[src/rtl/rx_frame_qualifier.sv]
// Byte-stream frame qualifier: output register plus 1-entry skid buffer, flags bad frames on tlast.
// Optional RX_FRAME_STATS_EN adds good/bad frame counters on the output side.
module rx_frame_qualifier #(
  parameter int MIN_FRAME_LEN = 64,
  parameter int MAX_FRAME_LEN = 1518
) (
  input  logic       aclk,
  input  logic       areset,
  input  logic [7:0] s_axis_tdata,
  input  logic       s_axis_tvalid,
  input  logic       s_axis_tlast,
  input  logic       s_axis_tuser,
  output logic       s_axis_trdy,
  output logic [7:0] m_axis_tdata,
  output logic       m_axis_tvalid,
  output logic       m_axis_tlast,
  output logic       m_axis_tuser,
  input  logic       m_axis_trdy
`ifdef RX_FRAME_STATS_EN
  ,
  output logic [31:0] good_frame_cnt,
  output logic [31:0] bad_frame_cnt
`endif
);

  // state  | meaning
  // IDLE   | awaiting first beat of a frame
  // ACTIVE | mid-frame, counter and sticky error are live
  typedef enum logic {IDLE, ACTIVE} state_t;

  localparam logic [15:0] MIN_LEN = 16'(MIN_FRAME_LEN);
  localparam logic [15:0] MAX_LEN = 16'(MAX_FRAME_LEN);

  state_t      state_q, state_d;
  logic [15:0] cnt_q, cnt_d;
  logic        err_q, err_d;
  logic        s_trdy_q, s_trdy_d;
  logic [7:0]  out_data_q, out_data_d;
  logic        out_last_q, out_last_d;
  logic        out_user_q, out_user_d;
  logic        out_valid_q, out_valid_d;
  logic [7:0]  skid_data_q, skid_data_d;
  logic        skid_last_q, skid_last_d;
  logic        skid_user_q, skid_user_d;
  logic        skid_valid_q, skid_valid_d;

  logic        accept;
  logic        out_ready;
  logic [15:0] len_beat;
  logic        err_beat;
  logic        bad_beat;

  always_comb begin
    accept    = s_axis_tvalid & s_trdy_q;
    out_ready = ~out_valid_q | m_axis_trdy;
    // Length and error as they stand including the beat now on the input.
    if (state_q == IDLE) begin
      len_beat = 16'd1;
      err_beat = s_axis_tuser;
    end else begin
      len_beat = (cnt_q == 16'hFFFF) ? cnt_q : cnt_q + 16'd1;
      err_beat = err_q | s_axis_tuser;
    end
    bad_beat = s_axis_tlast & (err_beat | (len_beat < MIN_LEN) | (len_beat > MAX_LEN));

    state_d      = state_q;
    cnt_d        = cnt_q;
    err_d        = err_q;
    out_data_d   = out_data_q;
    out_last_d   = out_last_q;
    out_user_d   = out_user_q;
    out_valid_d  = out_valid_q;
    skid_data_d  = skid_data_q;
    skid_last_d  = skid_last_q;
    skid_user_d  = skid_user_q;
    skid_valid_d = skid_valid_q;

    if (accept) begin
      if (s_axis_tlast) begin
        state_d = IDLE;
        cnt_d   = 16'd0;
        err_d   = 1'b0;
      end else begin
        state_d = ACTIVE;
        cnt_d   = len_beat;
        err_d   = err_beat;
      end
    end

    // Input is only accepted while the skid is empty, so skid and accept never collide.
    if (out_ready) begin
      if (skid_valid_q) begin
        out_data_d   = skid_data_q;
        out_last_d   = skid_last_q;
        out_user_d   = skid_user_q;
        out_valid_d  = 1'b1;
        skid_valid_d = 1'b0;
      end else if (accept) begin
        out_data_d  = s_axis_tdata;
        out_last_d  = s_axis_tlast;
        out_user_d  = bad_beat;
        out_valid_d = 1'b1;
      end else begin
        out_valid_d = 1'b0;
      end
    end else if (accept) begin
      skid_data_d  = s_axis_tdata;
      skid_last_d  = s_axis_tlast;
      skid_user_d  = bad_beat;
      skid_valid_d = 1'b1;
    end

    s_trdy_d = ~skid_valid_d;
  end

  always_ff @(posedge aclk or posedge areset) begin
    if (areset) begin
      state_q      <= IDLE;
      cnt_q        <= 16'd0;
      err_q        <= 1'b0;
      s_trdy_q     <= 1'b0;
      out_data_q   <= 8'h00;
      out_last_q   <= 1'b0;
      out_user_q   <= 1'b0;
      out_valid_q  <= 1'b0;
      skid_data_q  <= 8'h00;
      skid_last_q  <= 1'b0;
      skid_user_q  <= 1'b0;
      skid_valid_q <= 1'b0;
    end else begin
      state_q      <= state_d;
      cnt_q        <= cnt_d;
      err_q        <= err_d;
      s_trdy_q     <= s_trdy_d;
      out_data_q   <= out_data_d;
      out_last_q   <= out_last_d;
      out_user_q   <= out_user_d;
      out_valid_q  <= out_valid_d;
      skid_data_q  <= skid_data_d;
      skid_last_q  <= skid_last_d;
      skid_user_q  <= skid_user_d;
      skid_valid_q <= skid_valid_d;
    end
  end

  assign s_axis_trdy   = s_trdy_q;
  assign m_axis_tdata  = out_data_q;
  assign m_axis_tvalid = out_valid_q;
  assign m_axis_tlast  = out_last_q;
  assign m_axis_tuser  = out_user_q;

`ifdef RX_FRAME_STATS_EN
  logic [31:0] good_q, bad_q;

  always_ff @(posedge aclk or posedge areset) begin
    if (areset) begin
      good_q <= 32'd0;
      bad_q  <= 32'd0;
    end else if (out_valid_q & m_axis_trdy & out_last_q) begin
      if (out_user_q) bad_q  <= bad_q + 32'd1;
      else            good_q <= good_q + 32'd1;
    end
  end

  assign good_frame_cnt = good_q;
  assign bad_frame_cnt  = bad_q;
`endif

endmodule

[config.mk]
export PLATFORM = sky130hd
export DESIGN_NAME = rx_frame_qualifier
export DESIGN_NICKNAME = d
export VERILOG_FILES = /design/src/rtl/rx_frame_qualifier.sv
export SDC_FILE = /design/constraint.sdc
export NUM_CORES = 1
export LEC_CHECK = 0
export ABC_AREA = 1
export CAP_MARGIN = 20
export CORE_MARGIN = 3
export CORE_UTILIZATION = 38
export CTS_BUF_LIST = sky130_fd_sc_hd__clkbuf_4 sky130_fd_sc_hd__clkbuf_8 sky130_fd_sc_hd__clkbuf_16
export DETAILED_ROUTE_END_ITERATION = 8
export GPL_ROUTABILITY_DRIVEN = 0
export GPL_TIMING_DRIVEN = 1
export SLEW_MARGIN = 10
export SYNTH_ARGS = -nofsm -noshare
export SYNTH_HDL_FRONTEND = slang
export SYNTH_SLANG_ARGS = --single-unit
[constraint.sdc]
create_clock -name aclk -period 3.3 [get_ports aclk]
set_clock_uncertainty 0.15 [all_clocks]
set_input_delay 0.495 -clock aclk [delete_from_list [all_inputs] [get_ports aclk]]
set_output_delay 0.495 -clock aclk [all_outputs]
set_load 0.01 [all_outputs]
==> reports/results.tsv <==
stage	metric	value	unit
outcome	status	completed	
logic_synthesis	netlist_top_cells_area	dfrtp_1, nand2_1, nor2_1, inv_1, nand3_1	
logic_synthesis	synth_common_cells	nand2_1, dfrtp_1, nor2_1	
routing	dr.pass1.iters	5	
setup_path	worstPathRequired	3.36	ns
setup_path	worstSetupPathType	reg2reg	
sta	fin_crit_sh	0.840	
floorplanning	die_area	7140	µm²
logic_synthesis	synth-async-reset-ratio	1.00	
global_route	antenna_found_initial	0	
placement	port_buffers	25	
global_route	grt_max_degree	42	
logic_synthesis	syn_nets	338	
clock_tree	post_cts_buffers	0	
clock_tree	cts_num_sinks	41	
setup_path	endpoint_kind	flop	
sta	hold_viol	0	
hold_path	hp-start	skid_data_q[5]	
hold_path	hold_end	skid_data_q[5]	
global_route	grt_pass1_wl	10.0	mm
floorplanning	ioPinCount	26	
logic_synthesis	synth_top_area_share	0.438	
final_layout	layout-drive-gt1-share	0.0776	
setup_path	r2r_end	m_axis_tuser	
routing	via_per_inst	5.06	
final_layout	area_growth	17.7	%
logic_synthesis	synth.distinct_cells	34	
final_layout	postLayoutCoreUtil	0.480	
setup_path	path_max_fanout	11	
routing	initialDrtViolationCount	240	
hold_path	worstHoldPathCells	2	
setup_path	reg2reg_from	cnt_q[0]	
clock_tree	path_clk_slew	0.08	ns
global_route	grt-ovfl-total	0	
final_layout	num_antenna_cells	0	
sta	worst_pin_slew	0.722	ns
logic_synthesis	synth_edf_count	0	
sta	drv_slew	0	
sta	fin_tns_setup	0	ns
routing	wirelength	5.68	mm
clock_tree	htree_levels	2	
sta	fin_crit	2.77	ns
final_layout	layout.nets	362	
global_route	grt_pass1_vias	2083	
floorplanning	start_util	0.408	
logic_synthesis	yosys_warnings	0	
logic_synthesis	ys_seq_area_frac	0.438	
clock_tree	cts_tree	yes	
flow_run	drv_cap	0	
logic_synthesis	netlist_area	2340	µm²
placement	dp_hpwl	3.98	mm
global_route	grt_use_total	0.174	
hold_path	hold_class	reg2reg	
logic_synthesis	synth_seq_cells	41	
logic_synthesis	synthCells	323	
power	pwr_density_cell	500	nW/µm²
sta	max_slew_margin	0.519	
logic_synthesis	ys.flop_type	dfrtp_1	
clock_tree	clockBufferDepth	2	
setup_path	r2r_cells	13	
sta	max_freq	361	MHz
power	p_leak	1.23	nW
sta	setup_violations	0	
routing	drtAntennaViolNets	0	
setup_path	startpoint_type	flop	
clock_tree	clockRootBuffer	clkbuf_8	
logic_synthesis	yosysMostFrequentCell	nand2_1	
floorplanning	core_area	5740	µm²
logic_synthesis	avgSynthCellArea	7.25	µm²
clock_tree	numCtsBuffers	5	
routing	num_vias	2127	
routing	wire_per_inst	13.5	µm
power	vdd_drop_max	0.271	mV
clock_tree	post_cts_resize_count	0	
setup_path	r2r_slack	0.53	ns
clock_tree	cts_hold_buf	0	
setup_path	cp_data_arrival_time	2.83	ns
floorplanning	fp.dieH	84.5	µm
floorplanning	die_x	84.5	µm
logic_synthesis	yosysTopAreaCell	dfrtp_1	
floorplanning	rows	27	
clock_tree	worstSkewPairLatency	0.31	ns
sta	rsz0062_at_grt	false	
routing	drc	0	
-- cell families after synthesis --
kind of cell             synth area share
XOR/XNOR                           0.0112
flip-flops                          0.438
AND/OR/NAND/NOR                     0.362
buffers and inverters              0.0807
AO/OA/AOI/OAI                       0.103
adder cells (fa/ha/maj)           0.00534
-- sequential cells by signal, summed over array words and instances (netlist names) --
name / count
cnt_q: 16
m_axis_tdata: 8
skid_data_q: 8
err_q: 1
m_axis_tlast: 1
m_axis_tuser: 1
m_axis_tvalid: 1
s_axis_trdy: 1
skid_last_q: 1
skid_user_q: 1
skid_valid_q: 1
state_q: 1
-- worst max-delay path, cell delays in order, from the launching register on --
cell     delay (ns)
dfrtp_1        0.43
ha_1           0.32
inv_2          0.09
nor2_4         0.14
nand4_1        0.49
nand3_1        0.26
nand2_1        0.11
and2_1         0.19
nand2_1        0.08
nor2_1         0.04
a21oi_1        0.16
nand3_1        0.09
nand2_1        0.07
nand2_1        0.04
-- how the worst max path moves through the flow --
stage | start | slack, ns | depth (start not counted) | endpoint
after floorplan | cnt_q[0] | 1.21 | 14 | m_axis_tuser
after global placement | cnt_q[0] | 0.65 | 13 | m_axis_tuser
after detailed placement | cnt_q[0] | 0.60 | 13 | m_axis_tuser
after CTS | cnt_q[0] | 0.57 | 13 | m_axis_tuser
after global routing | cnt_q[0] | 0.20 | 13 | m_axis_tuser
final | cnt_q[0] | 0.53 | 13 | m_axis_tuser
-- per-layer routing --
layer | GRT usage | up-vias | wire length, µm
li1 | - | 1094 | -
met1 | 0.237 | 971 | 2690
met2 | 0.275 | 54 | 2570
met3 | 0.0294 | 8 | 315
met4 | 0.0662 | 0 | 100
met5 | 0 | - | 0
-- stage by stage --
stage          std cells  area, µm²  setup slack, ns  hold slack [ns]  power, mW
4_1_cts              420       2760            0.569            0.329       1.40
3_5_place_dp         412       2640            0.599            0.309      0.955
5_1_grt              420       2760            0.204            0.350       1.46
2_1_floorplan        323       2340             1.21            0.292      0.812
6_report             420       2760            0.528            0.327       1.38
3_3_place_gp         412       2640            0.649            0.304      0.946
-- cell usage in the layout, fill, tap and decap left out, drive strengths merged, types with 3 or more instances in the layout --
master,instances
nor3,3
o22ai,12
inv,33
dfrtp,41
nand4,8
a31oi,9
nor2,39
a21oi,4
clkbuf,6
nand2,116
clkdlybuf4s50,25
nand3,22
o21ai,15
-- final cells by class --
class                   count  area (µm²)
fillers                   584        2990
multi-input cells         238        1130
flip-flops and latches     41        1030
repair buffers             27         265
inverters                  34         128
well taps                  72        90.1
clock buffers               6        82.6
clock inverters             2        37.5
-- report_power, final --
group	switching, mW	leakage (nW)	internal, mW
combinational	0.144	0.654	0.139
clock	0.194	0.0574	0.246
sequential	0.0657	0.520	0.591
total	0.403	1.23	0.976
Power figures use the tool's default switching activity.
